**config.mk**
```make
export PLATFORM = sky130hd
export DESIGN_NAME = show_timer
export DESIGN_NICKNAME = d
export VERILOG_FILES = /design/src/rtl/card_pair_checker_show_timer.sv
export SDC_FILE = /design/constraint.sdc
export NUM_CORES = 1
export LEC_CHECK = 0
export CELL_PAD_IN_SITES_DETAIL_PLACEMENT = 1
export CELL_PAD_IN_SITES_GLOBAL_PLACEMENT = 1
export CORE_UTILIZATION = 42
export CTS_CLUSTER_DIAMETER = 150
export DETAILED_ROUTE_END_ITERATION = 7
export HOLD_SLACK_MARGIN = 0.08
export PLACE_DENSITY_LB_ADDON = 0.1
export SYNTH_ARGS = -nofsm -noshare
export SYNTH_HDL_FRONTEND = slang
export SYNTH_SLANG_ARGS = --single-unit
```
**constraint.sdc**
```tcl
create_clock -name i_clk -period 1.98 [get_ports i_clk]
set_input_delay 0.297 -clock i_clk [delete_from_list [all_inputs] [get_ports i_clk]]
set_output_delay 0.297 -clock i_clk [all_outputs]
set_load 0.01 [all_outputs]
```
**src/rtl/card_pair_checker_show_timer.sv**
```systemverilog
// show_timer: o_done is high in the SHOW_CYCLES-th cycle after a start
module show_timer #(
    parameter int SHOW_CYCLES = 40_000_000,
    parameter int SHOW_W      = 26
) (
    input  logic i_clk,
    input  logic i_rst_n,
    input  logic i_start,
    input  logic i_clear,
    output logic o_done
);

    logic [SHOW_W-1:0] r_cnt;

    always_ff @(posedge i_clk) begin
        if (!i_rst_n || i_clear)
            r_cnt <= '0;
        else if (i_start)
            r_cnt <= SHOW_W'(SHOW_CYCLES - 1);
        else if (r_cnt != '0)
            r_cnt <= r_cnt - 1'b1;
    end

    assign o_done = (r_cnt == '0);

endmodule

```
==> results.md, run 1 <==
* H-tree depth at 1
* CTS max path bufs at 2
* Largest net degree at the start of global routing at 16
* Worst_ep grt: o_done
* Mean post-synth cell area at between 9 and 10 um^2
* Cell count after placement at 242
* Post-synth ARST share at 0%
* PortBufs at 4
* Synth area leaders: dfxtp_1 37%, a21oi_1 4.6%, xnor2_1 4.4%
* Starting Density at 45.3%
* CTS root buffer: clkbuf_4
* Stop stage: global routing
* Die height at 59.9 um
* Category of the worst endpoint: output port
* Post-synth top cells: 26 x dfxtp_1, 13 x a21oi_1, 12 x nor2_1
* Cell variety after synth at 48
* Outcome: aborted with a tool error
* Post-synth EDFFs at 0
* TritonCTS Buffers at 3
* Most frequent cell after synthesis: dfxtp_1
* #FFs+latches synth at 26
* Main synth FF type: dfxtp_1
* YS warnings at 0
* IO Pins at 5
* Final GP Congestion at ~0.8
* Synthesized instance count at 153
* Mapped Area at 1410 um^2
* Sequential share of the synthesized area at 37.0%
* DP Wirelength at between 3000 and 4000 um
* # hold bufs at CTS at 0
* Std-Cell Rows at 20
* Die Wd at 59.9 um
* Run Error: [ERROR DPL-0033] detailed placement checks failed during check placement.
* Area leader, netlist: dfxtp_1
* Antenna violations before repair at 0
* Yosys top cell area share at 37.0%
* Clk sink count at 26
* Syn_nets at 158
[logic make-up after synthesis]
kind of cell / Yosys count / synth area share (%)
AND/OR/NAND/NOR: 64 / 31.9
AO/OA/AOI/OAI: 43 / 20.6
flip-flops: 26 / 37.0
buffers and inverters: 9 / 3.11
XOR/XNOR: 7 / 4.36
multiplexers: 3 / 2.14
adder cells (fa/ha/maj): 1 / 0.890
[stage by stage]
step	instance area, um^2	setup WS [ns]
3_5_place_dp	1820	-0.356
4_1_cts	1960	-0.189
2_1_floorplan	1410	-0.0114
3_3_place_gp	1820	-0.259
[repair_timing]
action	CTS
setup endpoints to repair	22
pin swaps	10
gates resized for setup	22
buffers inserted	3
==> run 2: changes to the inputs <==
CELL_PAD_IN_SITES_DETAIL_PLACEMENT = unset   (was 1)
CELL_PAD_IN_SITES_GLOBAL_PLACEMENT = unset   (was 1)
CORE_AREA = 2 2 63 65   (was unset)
CORE_UTILIZATION = unset   (was 42)
CTS_CLUSTER_DIAMETER = unset   (was 150)
DIE_AREA = 0 0 65 67   (was unset)
HOLD_SLACK_MARGIN = unset   (was 0.08)
PLACE_DENSITY_LB_ADDON = 0.15   (was 0.1)
clock period = 2.6 ns   (was 1.98 ns; I/O delays follow)
==> run 2 against run 1 <==
  * The flow now finishes without violations
  * Synthesized cell count unchanged
  * Synthesized area did not move
==> results.md, run 2 <==
* Outcome: finished clean
* Post-route DRC at 0
* Worst-path maximum fanout at 4
* Synth-to-layout area growth at 14.1%
* Post-synth ARST share at 0% (unchanged)
* Antenna violations before repair at 0
* Max FFs per register at 26
* Vias in the first global route at 1184
* P per Cell Area at 567 nW/um^2
* Cell variety after synth at 48 (unchanged)
* Mean post-synth cell area at 9.19 um^2 (unchanged)
* Largest regs: r_cnt x26
* Post-synth EDFFs at 0 (unchanged)
* TNS Setup at 0 ns
* Most frequent cell after synthesis: dfxtp_1
* Cell count after placement at 208 (-14%)
* Starting Density at 39.0% (-6.3 points)
* Share of layout cells above drive strength 1 at between 10% and 20%
* DIE AREA at 4360 um^2
* Final Skew at 0.00627 ns
* Worst-Skew Late Latency at 0.27 ns
* Post-synth top cells: 26 x dfxtp_1, 13 x a21oi_1, 12 x nor2_1
* DP Wirelength at 2280 um (-30%)
* Main synth FF type: dfxtp_1
* Most frequent cells in the layout: 26 x dfxtp_1, 13 x a21oi_1, 12 x nor2_1, 9 x a31oi_1, 9 x buf_4
* Fmax at between 0.4 and 0.5 GHz
* Post-DP Area at 1540 um^2 (-16%)
* Final min period at 2.45 ns
* RSZ-0062 raised after global routing: no
* Wirelength, routed at 3310 um
* First-pass GRT wire length at 5720 um
* Worst endpoint required time at 2.21 ns
* Vias at 1255
* Layout Nets at 172
* Setup crit end kind: output port
* Reg with most FFs: r_cnt
* IO Pins at 5 (unchanged)
* Total of max-cap violations at 0
* Overflow after GRT at 0
* Wire per inst at 15.5 um
* Die height at 67 um (+12%)
* Hold crit path type: flop to flop
* N_diodes at 0
* #FFs+latches synth at 26 (unchanged)
* Worst hold slack at 0.507 ns
* VDD IR max at 0.000262 V
* TritonCTS Buffers at 3 (unchanged)
* CTS max path bufs at 2 (unchanged)
* Synthesized instance count at 153 (unchanged)
* Core area at 3610 um^2
* Hold Violations, Final at 0
* Std-Cell Rows at 22 (+10%)
* Leak Pwr at 0.573 nW
* Clock transition at path regs at around 0.090 ns
* Overall Power at 0.911 mW
* Worst slew margin at 54.5%
* Global-route usage over all layers at 17.2%
* CTS root buffer: clkbuf_8
* Slew @ Worst Pin at 0.683 ns
* Synth area leaders: dfxtp_1 37%, a21oi_1 4.6%, xnor2_1 4.4%
* Die Wd at 65 um (+8.6%)
* H-tree depth at 1 (unchanged)
* Clk sink count at 26 (unchanged)
* Design Area, Final at 1610 um^2
* Yosys top cell area share at 37.0% (unchanged)
* Core Util, Final at 44.5%
* Critical path type: flop to output port
* Sequential share of the synthesized area at 37.0% (unchanged)
* Mapped Area at 1410 um^2 (unchanged)
* Number of routed nets with antenna violations at 0
* Via density per instance at 5.89
* Worst Path Arrival at 2.06 ns
* Area leader, netlist: dfxtp_1
* Syn_nets at 158 (unchanged)
* Crit path launch type: flop
* Finished Layout Cells at around 210
* DR pass1 iterations at 5
* CTS tree: built
* PortBufs at 4 (unchanged)
* Setup WS post-layout at 0.155 ns
* YS warnings at 0 (unchanged)
* Final setup vio count at 0
* Tcrit/Tclk final at 94.0%
* Fillers at 364
* Final Max Tran Viols at 0
* Commonest non-fill, non-tap cell in the layout: dfxtp_1
* Iter 0 DRT Violations at 58
* Largest net degree at the start of global routing at 16
* Worst slack at placement at 0.114 ns (+0.471 ns)
* Final GP Congestion at 0.805 (+1.2%)
## run 2: cell type report
class / count / area [um^2] / area share [%]
Timing Repair Buffer: 13 / 106 / 6.63
Multi-Input combinational cell: 118 / 857 / 53.4
Inverter: 5 / 20.0 / 1.25
Tap cell: 48 / 60.1 / 3.74
Sequential cell: 26 / 520 / 32.4
Clock buffer: 3 / 41.3 / 2.57
## run 2: critical path, stage by stage, from the launching register on
cell and delay [ns]:
dfxtp_1 0.34, inv_1 0.09, ha_1 0.20, or3b_4 0.42, nor4_4 0.30, nand3_2 0.13
clkinv_2 0.06, dlygate4sd2_1 0.26
## run 2: routing by layer
metal,track usage (%),up-vias,part of all wire (%)
met5,0,-,0
li1,-,624,-
met1,24.0,602,51
met4,6.38,0,0.70
met2,26.7,27,45
met3,2.53,2,3.7
## run 2: cell families after synthesis
logic type,after synthesis,share of synthesized area [%]
AO/OA/AOI/OAI,43,20.6
XOR/XNOR,7,4.36
adder cells (fa/ha/maj),1,0.890
buffers and inverters,9,3.11
flip-flops,26,37.0
multiplexers,3,2.14
AND/OR/NAND/NOR,64,31.9
## run 2: worst paths after layout
path | start | to | slack (ns) | depth (start not counted)
setup reg to reg | r_cnt[0] | r_cnt[10] | 0.31 | 7
setup / recovery | r_cnt[0] | o_done | 0.15 | 7
hold / removal | r_cnt[19] | r_cnt[19] | 0.51 | 2
hold reg to reg | r_cnt[19] | r_cnt[19] | 0.51 | 2
## run 2: report_power, final
group | switching [mW] | internal [mW]
combinational | 0.135 | 0.108
sequential | 0.0245 | 0.417
clock | 0.123 | 0.104
## run 2: timing repair
action,in CTS,in global routing
setup endpoints to repair,1,0
hold buffers,0,0
buffers inserted,2,0
gates resized for setup,4,0
(Power assumes the default switching activity.)
==> run 3: changes to the inputs <==
PLACE_DENSITY = 0.59   (was unset)
PLACE_DENSITY_LB_ADDON = unset   (was 0.15)
==> run 3 against run 2 <==
  * Cell count increased by 0.47%
  * Die area unchanged
  * Non-clock buffer count increased by 1
  * Sequential share of layout area decreased by 0.13 points
  * Utilization grew 0.17 points
  * Largest cell class unchanged
  * Largest power group unchanged
  * Via count decreased by 0.48%
  * Fmax shrank 1.2%
  * Flip-flop and latch count unchanged
  * First-iteration DRC count grew 36%
==> results.md, run 3 (same netlist as run 2, synthesis figures left out) <==
* Total of max-cap violations at 0 (unchanged)
* Finished Layout Cells at 214 (+0.47%)
* Most frequent cells in the layout: 26 x dfxtp_1, 13 x a21oi_1, 12 x nor2_1, 10 x buf_4, 9 x a31oi_1
* Final min period at 2.48 ns (+0.0299 ns)
* Final GP Congestion at 0.779 (-3.3%)
* Seq pwr share at 48.4% (about the same)
* Worst slew margin at 53.6% (-0.87 points)
* Hold path start: r_cnt[19]
* Design Area, Final at 1610 um^2 (+0.39%)
* Met3 routed WL at 93 um (-23%)
* Final Max Tran Viols at 0 (unchanged)
* Overall Power at 0.909 mW (-0.20%)
* Hold Violations, Final at 0 (unchanged)
* Number of routed nets with antenna violations at 0 (unchanged)
* Commonest non-fill, non-tap cell in the layout: dfxtp_1
* TritonCTS Buffers at 3 (unchanged)
* Global-route usage over all layers at 17.3% (+0.12 points)
* Met1 Wirelength at 1610 um (-4.7%)
* Hold crit path type: flop to flop
* Iter 0 DRT Violations at 79 (+36%)
* Clock Power Share at 24.4% (-0.5 points)
* P per Cell Area at 564 nW/um^2 (-0.59%)
* Wirelength, routed at 3270 um (-1.2%)
* Die Wd at 65 um (unchanged)
* H-tree depth at 1 (unchanged)
* CP Launch Point: r_cnt[0]
* Final setup vio count at 0 (unchanged)
* Worst Path Arrival at 2.09 ns (+0.03 ns)
* Cell count after placement at 209 (+0.48%)
* Sw Pwr at 0.280 mW (-0.79%)
* CTS max path bufs at 2 (unchanged)
* Synth-to-layout area growth at 14.6%
* N_diodes at 0 (unchanged)
* Fmax at 0.404 GHz (-1.2%)
* DR top layer: met4
* Internal power at 0.629 mW (about the same)
* Std-Cell Rows at 22 (unchanged)
* TNS Setup at 0 ns (unchanged)
* DP Wirelength at 2310 um (+1.3%)
* Post-route DRC at 0 (unchanged)
* CTS root buffer: clkbuf_8
* Setup crit end kind: output port
* Vias in the first global route at 1222 (+3.2%)
* CTS tree: built
* Slew @ Worst Pin at 0.696 ns (+0.0131 ns)
* Crit-path slowest cell: or3b_4
* Buf/Inv on CP at 3 (unchanged)
* Combinational power share at 27.2% (+0.5 points)
* Crit-path leading delay family: simple AND/OR/NAND/NOR gates
* DR pass1 iterations at 4 (-1)
* VDD IR max at 0.000281 V (+7.5%)
* Layout Nets at 173 (+0.58%)
* Tcrit/Tclk final at 95.2% (+1.2 points)
* Largest regs: r_cnt x26
* Max FFs per register at 26 (unchanged)
* Starting Density at 39.0% (unchanged)
* Crit-path cells: inv_1, ha_2, or3b_4, nor4_4, nand3_2, clkinv_2, dlygate4sd2_1
* Worst endpoint required time at 2.21 ns (about the same)
* Reg with most FFs: r_cnt
* Setup WS post-layout at 0.125 ns (-0.0299 ns)
* Clk sink count at 26 (unchanged)
* Leak Pwr at 0.578 nW (+0.87%)
* Reg2Reg Launch Point: r_cnt[0]
* First-pass GRT wire length at 5700 um (-0.37%)
* Critical path type: flop to output port
* Overflow after GRT at 0 (unchanged)
* Wire per inst at 15.3 um (-1.6%)
* Metal2 WL at 1510 um (+2.4%)
* Worst-Skew Late Latency at 0.27 ns (about the same)
* Net Sw Frac at 30.8% (-0.18 points)
* IO Pins at 5 (unchanged)
* Core area at 3610 um^2 (unchanged)
* # hold bufs at CTS at 0 (unchanged)
* Crit path launch type: flop
* Delay of the slowest cell on the worst path at 0.41 ns (about the same)
* Outcome: finished clean
* Core Util, Final at 44.7% (+0.17 points)
* PortBufs at 4 (unchanged)
* Largest net degree at the start of global routing at 16 (unchanged)
* Final Skew at 0.00130 ns (-0.00497 ns)
* Worst-path maximum fanout at 4 (unchanged)
* RSZ-0062 raised after global routing: no
* DIE AREA at 4360 um^2 (unchanged)
* Die height at 67 um (unchanged)
* Worst hold slack at 0.485 ns (-0.0222 ns)
* Via density per instance at 5.84 (-0.94%)
* Post-DP Area at 1540 um^2 (+0.49%)
* Vias at 1249 (-0.48%)
* Antenna violations before repair at 0 (unchanged)
* Clock transition at path regs at 0.08 ns (about the same)
* Worst slack at placement at 0.0668 ns (-0.0476 ns)
* Share of layout cells above drive strength 1 at 16.9% (+0.50 points)
==> run 3: cell types whose count changed in the layout (fill, tap and decap cells not counted), sizes merged <==
cell | before | now
buf | 9 | 10
==> run 3: power by group through the flow <==
stage               registers, mW  logic [mW]  clock network (mW)
floorplan                   0.444       0.173                   0
global placement            0.447       0.232                   0
detailed placement          0.448       0.234                   0
CTS                         0.439       0.245               0.232
global route                0.443       0.273               0.246
finish                      0.440       0.247               0.222
==> run 3: what timing repair did <==
action                                  CTS  global route
gates resized for setup                   4             0
buffers inserted                          2             0
endpoints found under the setup margin    1             0
==> run 3: worst min-delay path: stages (launching register included) <==
cell     delay (ns)
dfxtp_1        0.33
o41ai_1        0.06
a21oi_1        0.05
==> run 3: area by class of cell <==
cell class | count | area, um^2
multi-input combinational | 118 | 856
timing repair buffer | 14 | 114
tap | 48 | 60.1
inverter | 5 | 20.0
fill | 350 | 1990
clock buffer | 3 | 41.3
sequential | 26 | 520
==> run 3: worst paths after layout <==
check / slack, ns / end / cells after the start
worst min register to register: 0.49 / r_cnt[19] / 2
worst min-delay path: 0.49 / r_cnt[19] / 2
worst max-delay path: 0.12 / o_done / 7
worst max register to register: 0.19 / r_cnt[10] / 7
==> run 3: per-layer routing <==
| metal | vias up | global-route usage, % |
|---|---|---|
| met5 | - | 0 |
| met4 | 0 | 6.38 |
| met3 | 8 | 3.55 |
| met2 | 23 | 28.2 |
| met1 | 594 | 22.5 |
| li1 | 624 | - |
